`src/rtl/riscvvec_dmem_width_adapter.sv`:
```
// Bridges the vector core's wide data-memory port onto a narrow single-port memory:
// each wide request becomes up to eight sequential narrow beats, gathered into one wide response.
module riscvvec_dmem_width_adapter #(
  parameter int p_addr_sz   = 32,
  parameter int p_wide_sz   = 256,
  parameter int p_narrow_sz = 32,
  localparam int c_wlen     = $clog2(p_wide_sz / 8),
  localparam int c_nlen     = $clog2(p_narrow_sz / 8),
  localparam int c_beats    = p_wide_sz / p_narrow_sz,
  localparam int c_kw       = $clog2(c_beats),
  localparam int c_wreq_sz  = 1 + p_addr_sz + c_wlen + p_wide_sz,
  localparam int c_wresp_sz = 1 + c_wlen + p_wide_sz,
  localparam int c_nreq_sz  = 1 + p_addr_sz + c_nlen + p_narrow_sz,
  localparam int c_nresp_sz = 1 + c_nlen + p_narrow_sz
) (
  input  logic                  clk,
  input  logic                  reset,
  input  logic [c_wreq_sz-1:0]  wreq_msg,
  input  logic                  wreq_val,
  output logic                  wreq_rdy,
  output logic [c_wresp_sz-1:0] wresp_msg,
  output logic                  wresp_val,
  input  logic                  wresp_rdy,
  output logic [c_nreq_sz-1:0]  nreq_msg,
  output logic                  nreq_val,
  input  logic                  nreq_rdy,
  input  logic [c_nresp_sz-1:0] nresp_msg,
  input  logic                  nresp_val,
  output logic                  nresp_rdy
);

  typedef enum logic [1:0] {IDLE, ISSUE, WAIT, RESP} state_t;

  state_t                 state;
  logic [c_kw-1:0]        k;
  logic [c_kw-1:0]        last_k;
  logic                   typ;
  logic [p_addr_sz-1:0]   addr;
  logic [c_wlen-1:0]      len;
  logic [p_wide_sz-1:0]   wdata;
  logic [p_wide_sz-1:0]   buffer;

  logic                   in_typ;
  logic [p_addr_sz-1:0]   in_addr;
  logic [c_wlen-1:0]      in_len;
  logic [p_wide_sz-1:0]   in_data;
  logic [c_kw-1:0]        in_last_k;

  logic [p_addr_sz-1:0]   beat_addr;
  logic [c_nlen-1:0]      beat_len;
  logic [p_narrow_sz-1:0] beat_data;
  logic                   unused_nresp_hdr;

  assign {in_typ, in_addr, in_len, in_data} = wreq_msg;

  // The narrow response header carries nothing the adapter needs.
  assign unused_nresp_hdr = ^nresp_msg[c_nresp_sz-1:p_narrow_sz];

  // Index of the final beat: ceil(len/4)-1, or the last lane for a full-width access.
  always_comb begin
    in_last_k = c_kw'(c_beats - 1);
    if (in_len != '0) begin
      in_last_k = c_kw'((in_len - 1'b1) >> c_nlen);
    end
  end

  assign beat_addr = addr + (p_addr_sz'(k) << c_nlen);
  assign beat_len  = (k == last_k && len != '0) ? len[c_nlen-1:0] : '0;
  assign beat_data = typ ? wdata[int'(k)*p_narrow_sz +: p_narrow_sz] : '0;

  assign nreq_msg  = nreq_val  ? {typ, beat_addr, beat_len, beat_data} : '0;
  assign wresp_msg = wresp_val ? {typ, len, buffer} : '0;

  always_ff @(posedge clk or negedge reset) begin
    if (!reset) begin
      state     <= IDLE;
      k         <= '0;
      last_k    <= '0;
      typ       <= 1'b0;
      addr      <= '0;
      len       <= '0;
      wdata     <= '0;
      buffer    <= '0;
      wreq_rdy  <= 1'b0;
      nreq_val  <= 1'b0;
      nresp_rdy <= 1'b0;
      wresp_val <= 1'b0;
    end else begin
      case (state)
        IDLE: begin
          wreq_rdy <= 1'b1;
          if (wreq_val && wreq_rdy) begin
            typ      <= in_typ;
            addr     <= in_addr;
            len      <= in_len;
            wdata    <= in_data;
            k        <= '0;
            last_k   <= in_last_k;
            buffer   <= '0;
            wreq_rdy <= 1'b0;
            nreq_val <= 1'b1;
            state    <= ISSUE;
          end
        end
        ISSUE: begin
          if (nreq_val && nreq_rdy) begin
            nreq_val  <= 1'b0;
            nresp_rdy <= 1'b1;
            state     <= WAIT;
          end
        end
        WAIT: begin
          if (nresp_val && nresp_rdy) begin
            nresp_rdy <= 1'b0;
            if (!typ) begin
              buffer[int'(k)*p_narrow_sz +: p_narrow_sz] <= nresp_msg[p_narrow_sz-1:0];
            end
            if (k == last_k) begin
              wresp_val <= 1'b1;
              state     <= RESP;
            end else begin
              k        <= k + 1'b1;
              nreq_val <= 1'b1;
              state    <= ISSUE;
            end
          end
        end
        RESP: begin
          if (wresp_val && wresp_rdy) begin
            wresp_val <= 1'b0;
            wreq_rdy  <= 1'b1;
            state     <= IDLE;
          end
        end
        default: state <= IDLE;
      endcase
    end
  end

endmodule

```
`config.mk`:
```
export PLATFORM = sky130hd
export DESIGN_NAME = riscvvec_dmem_width_adapter
export DESIGN_NICKNAME = d
export VERILOG_FILES = /design/src/rtl/riscvvec_dmem_width_adapter.sv
export SDC_FILE = /design/constraint.sdc
export NUM_CORES = 1
export LEC_CHECK = 0
export BUFFER_PORTS_ARGS = -buffer_cell sky130_fd_sc_hd__buf_2
export CAP_MARGIN = 20
export CORE_AREA = 2 2 261 263
export DETAILED_ROUTE_END_ITERATION = 16
export DIE_AREA = 0 0 263 265
export GPL_ROUTABILITY_DRIVEN = 0
export PLACE_DENSITY = 0.72
export SYNTH_ARGS = -nofsm -noshare
export SYNTH_HDL_FRONTEND = slang
export SYNTH_SLANG_ARGS = --single-unit
```
`constraint.sdc`:
```
create_clock -name clk -period 3.8 [get_ports clk]
set_input_delay 0.19 -clock clk [delete_from_list [all_inputs] [get_ports clk]]
set_output_delay 0.19 -clock clk [all_outputs]
set_load 0.05 [all_outputs]
```
==> impl_table.tex <==
\begin{tabular}{lr}
\hline
Metric & Value \\
\hline
\multicolumn{2}{l}{\textbf{Outcome}} \\
Status & finished, final reports clean \\
\multicolumn{2}{l}{\textbf{Die}} \\
Total die area & 0.0697 mm\^{}2 \\
Floorplan die height & 265 um \\
Floorplan core area & 0.0668 mm\^{}2 \\
Io pins & 668 \\
Row cnt & 95 \\
Starting density of the core & 39.3\% \\
Die width & around 260 um \\
\multicolumn{2}{l}{\textbf{Setup path}} \\
Delay-heaviest family, CP & buffers and inverters \\
Cell repeated most along the worst path & sky130\_fd\_sc\_hd\_\_buf\_4 \\
Start of the worst register-to-register path & k[1] \\
WP data arrival & roughly 3300 ps \\
Buf+Inv Stages, Crit Path & 3 \\
Slowest stage cell on the critical path & sky130\_fd\_sc\_hd\_\_buf\_4 \\
End of the worst register-to-register path & buffer[3] \\
Largest incremental delay on the critical path & around 560 ps \\
Data required, critical path & approximately 3600 ps \\
Capturing element type of the critical path & output pin \\
Cell chain of the critical path & buf\_4, buf\_4, mux4\_2, nand2\_1, a21oi\_1, buf\_2 \\
Worst setup SP type & register \\
Worst reg2reg setup slack & between 600 and 700 ps \\
Setup CP Type & reg -> out \\
Largest fanout of any net on the critical path & 44 \\
Worst-case reg-to-reg path depth & 9 \\
\multicolumn{2}{l}{\textbf{Synthesis}} \\
Number of storage elements in the synthesis netlist & 562 \\
Synthesized netlist net count & 2430 \\
Ranking of synthesized cells by instance count & sky130\_fd\_sc\_hd\_\_dfrtp\_1, sky130\_fd\_sc\_hd\_\_mux2\_2, sky130\_fd\_sc\_hd\_\_and2\_1, sky130\_fd\_sc\_hd\_\_a32o\_1, sky130\_fd\_sc\_hd\_\_nand2\_1 \\
Post-Synthesis Cells & around 2100 \\
Cell type contributing the most total cell area after synthesis & sky130\_fd\_sc\_hd\_\_dfrtp\_1 \\
Synth top area cells & sky130\_fd\_sc\_hd\_\_dfrtp\_1, sky130\_fd\_sc\_hd\_\_mux2\_2, sky130\_fd\_sc\_hd\_\_a32o\_1 \\
Number of enable flip-flop cells after synthesis & 0 \\
Mean post-synth cell area & approximately 13 um\^{}2 \\
Fraction of registers with async set/reset & 100\% \\
Post-synthesis cell type count & 55 \\
Netlist area before placement & 0.0263 mm\^{}2 \\
Most numerous cell in the Yosys netlist & sky130\_fd\_sc\_hd\_\_dfrtp\_1 \\
Yosys warnings & 0 \\
Most used flip-flop cell after synthesis & sky130\_fd\_sc\_hd\_\_dfrtp\_1 \\
Area fraction of the dominant cell type after synthesis & between 50 and 60\% \\
Sequential cell area fraction in the yosys report & between 50\% and 60\% \\
\multicolumn{2}{l}{\textbf{STA}} \\
Final critical-path required period & about 3500 ps \\
Final setup fails & 0 \\
Post-route setup slack & slightly above 300 ps \\
Final sum of negative setup slack & 0 ps \\
Layout Skew & 31.9 ps \\
Worst Tran Pin Value & around 1100 ps \\
Hold Violations, Final & 0 \\
RSZ-0062 raised after global routing & false \\
Achievable frequency & 286 MHz \\
Count of final max-slew check failures & 0 \\
Post-route clock period utilization & between 90\% and 100\% \\
Slew Limit Headroom & 24.6\% \\
\multicolumn{2}{l}{\textbf{Power and ir drop}} \\
Sw Share & a little under two fifths \\
Net switching power of the design & slightly below 9 mW \\
Fraction of power consumed by sequential logic & a little under 40\% \\
Clock Power Share & 25.9\% \\
Internal power consumption & roughly 15 mW \\
Logic pwr share & a little over a third \\
Worst-case vdd ir drop & around 0.00064 V \\
Pwr/cell area & between 600 and 700 mW/mm\^{}2 \\
Static leakage & roughly 17 nW \\
\multicolumn{2}{l}{\textbf{Placement}} \\
Post-placement setup slack & between 600 and 700 ps \\
Buffers on Ports & between 600 and 700 \\
Placed Area & 0.0304 mm\^{}2 \\
Final HPWL from detailed placement & around 60 mm \\
Placed cell count & around 3500 \\
\multicolumn{2}{l}{\textbf{Drt}} \\
Count of routing violations after the opening detailed-route iteration & between 1500 and 2000 \\
Detailed-route wire length per cell & 23.7 um \\
Vias/cell & $\sim$5.6 \\
Pre-Repair DR Iteration Count & 8 \\
Final Routed Wirelength & 92.7 mm \\
Total via count in the routed design & between 20000 and 25000 \\
Post-route antenna net violation count & 0 \\
Number of design rule violations left after detail routing & 0 \\
\multicolumn{2}{l}{\textbf{Global routing}} \\
Pin count of the biggest net entering global routing & $\sim$120 \\
Met3 capacity usage during global routing & between 5 and 6\% \\
Layer with the highest usage after global routing & met2 \\
Via count of the first global-routing pass & $\sim$23000 \\
Global routing met1 resource utilization & a little under a third \\
Total routing resource utilization after global routing & between 20\% and 30\% \\
Total congestion overflow after global routing & 0 \\
Antenna violations before repair & 11 \\
Met2 demand-to-capacity share in global routing & 45.5\% \\
First-pass GRT wire length & 141 mm \\
\multicolumn{2}{l}{\textbf{Worst hold path}} \\
Path category of the worst min-delay check & in -> reg \\
Sink of the worst hold path & state[1] \\
Worst Hold Path Cells & 5 \\
Min-delay src & wreq\_val \\
\multicolumn{2}{l}{\textbf{Cells and area}} \\
Layout cell share with drive strength beyond 1 & about two fifths \\
Synth-to-Final Area Change & 36.5\% \\
Non-filler instance count after layout & 3908 \\
Cell area after layout & around 0.036 mm\^{}2 \\
Number of fill cells in the layout & 5410 \\
Nets & between 3000 and 4000 \\
\multicolumn{2}{l}{\textbf{CTS}} \\
Number of buffers inserted during clock tree synthesis & between 50 and 60 \\
Total number of clock tree sinks & around 560 \\
CTS clk-pin slew, worst paths & 70 ps \\
Clk\_lat worst skew & 620 ps \\
Buffer levels on the longest clock path & 3 \\
TritonCTS clock tree & yes \\
Cell at the root of the clock tree & sky130\_fd\_sc\_hd\_\_clkbuf\_16 \\
Count of H-tree levels built during CTS & 2 \\
\multicolumn{2}{l}{\textbf{Run}} \\
Number of violations of the max-capacitance limit & 0 \\
\hline
\end{tabular}
logic make-up after synthesis:
| kind of cell | Yosys count | synth area share [%] |
|---|---|---|
| multiplexers | 387 | 19.2 |
| AO/OA/AOI/OAI | 339 | 11.1 |
| buffers and inverters | 259 | 4.21 |
| flip-flops | 562 | 53.6 |
| adder cells (fa/ha/maj) | 11 | 0.553 |
| XOR/XNOR | 14 | 0.467 |
| AND/OR/NAND/NOR | 512 | 10.9 |
per-stage QoR:
stage / total power, mW / util (%) / hold WS [ps]
after global routing: 25.3 / 53.7 / 82.7
after floorplan: 14.6 / - / -106
after CTS: 24.0 / 53.6 / 14.3
after detailed placement: 17.5 / 45.5 / 330
after global placement: 17.1 / 45.5 / 320
final: 24.3 / 53.7 / 65.0
power groups by stage:
stage / registers (mW) / logic, mW / clock network (mW)
3_3_place_gp: 9.11 / 7.98 / 0
5_1_grt: 9.50 / 9.17 / 6.58
2_1_floorplan: 8.65 / 5.99 / 0
4_1_cts: 9.17 / 8.52 / 6.34
6_report: 9.33 / 8.65 / 6.27
3_5_place_dp: 9.26 / 8.21 / 0
repair_timing:
item	CTS	global route
endpoints found under the hold margin	527	0
endpoints found under the setup margin	0	4
gates resized for setup	0	0
buffers inserted	0	2
hold buffers	330	0
cells in the final DEF (no fill, tap or decap), types with 11 or more instances in the layout:
| cell type | netlist | final |
|---|---|---|
| sky130_fd_sc_hd__inv_1 | 46 | 46 |
| sky130_fd_sc_hd__dlygate4sd3_1 | 0 | 330 |
| sky130_fd_sc_hd__buf_4 | 0 | 40 |
| sky130_fd_sc_hd__mux4_2 | 64 | 64 |
| sky130_fd_sc_hd__a21oi_1 | 60 | 58 |
| sky130_fd_sc_hd__dfrtp_1 | 562 | 559 |
| sky130_fd_sc_hd__or3_1 | 11 | 11 |
| sky130_fd_sc_hd__nand4_1 | 35 | 35 |
| sky130_fd_sc_hd__nor2_1 | 22 | 21 |
| sky130_fd_sc_hd__mux2i_1 | 33 | 33 |
| sky130_fd_sc_hd__clkbuf_8 | 0 | 15 |
| sky130_fd_sc_hd__clkinv_2 | 0 | 11 |
| sky130_fd_sc_hd__a21bo_1 | 20 | 20 |
| sky130_fd_sc_hd__o21ai_0 | 21 | 21 |
| sky130_fd_sc_hd__clkbuf_16 | 0 | 59 |
| sky130_fd_sc_hd__buf_2 | 72 | 663 |
| sky130_fd_sc_hd__a32o_1 | 191 | 191 |
| sky130_fd_sc_hd__and2_1 | 267 | 267 |
| sky130_fd_sc_hd__buf_12 | 0 | 12 |
| sky130_fd_sc_hd__nand2_1 | 124 | 124 |
| sky130_fd_sc_hd__nand3_1 | 12 | 12 |
| sky130_fd_sc_hd__mux2_2 | 290 | 290 |
per-layer routing:
metal,part of all wire (%),vias to the layer above
met4,5.8,4
met3,7.7,256
met5,0.017,-
met1,36,11200
met2,50,1206
li1,-,9369
worst max path at each step:
stage                     start            to  slack (ps)  cells past startpoint
after global routing       k[0]  nreq_msg[62]         150                      9
after global placement     k[1]     buffer[3]         740                      9
after detailed placement   k[1]     buffer[5]         660                      9
after CTS                  k[0]  nreq_msg[62]         170                      8
final                      k[1]  nreq_msg[26]         300                      6
after floorplan            k[1]  nreq_msg[58]          30                      9
flip-flops by register name, summed over array words and instances, names as in the netlist:
signal     cells
nresp_rdy      1
nreq_val       1
state          2
addr          32
typ            1
last_k         3
wresp_val      1
wdata        256
buffer       256
k              3
len            5
wreq_rdy       1
final cells by class:
class                   count  area (um^2)  area share [%]
flip-flops and latches    562        14100            39.3
multi-input cells        1263        11200            31.2
repair buffers           1047         7200            20.1
clock buffers              82         1710            4.78
well taps                 873         1090            3.05
clock inverters            25          388            1.08
inverters                  47          176           0.492
diodes                      9         22.5          0.0628
worst min-delay path, cell delays in order:
cell and delay [ps]:
sky130_fd_sc_hd__buf_2 110, sky130_fd_sc_hd__nand2_1 90, sky130_fd_sc_hd__o21ai_0 80, sky130_fd_sc_hd__o22ai_1 120, sky130_fd_sc_hd__nor2_1 60
Power figures use the tool's default switching activity.
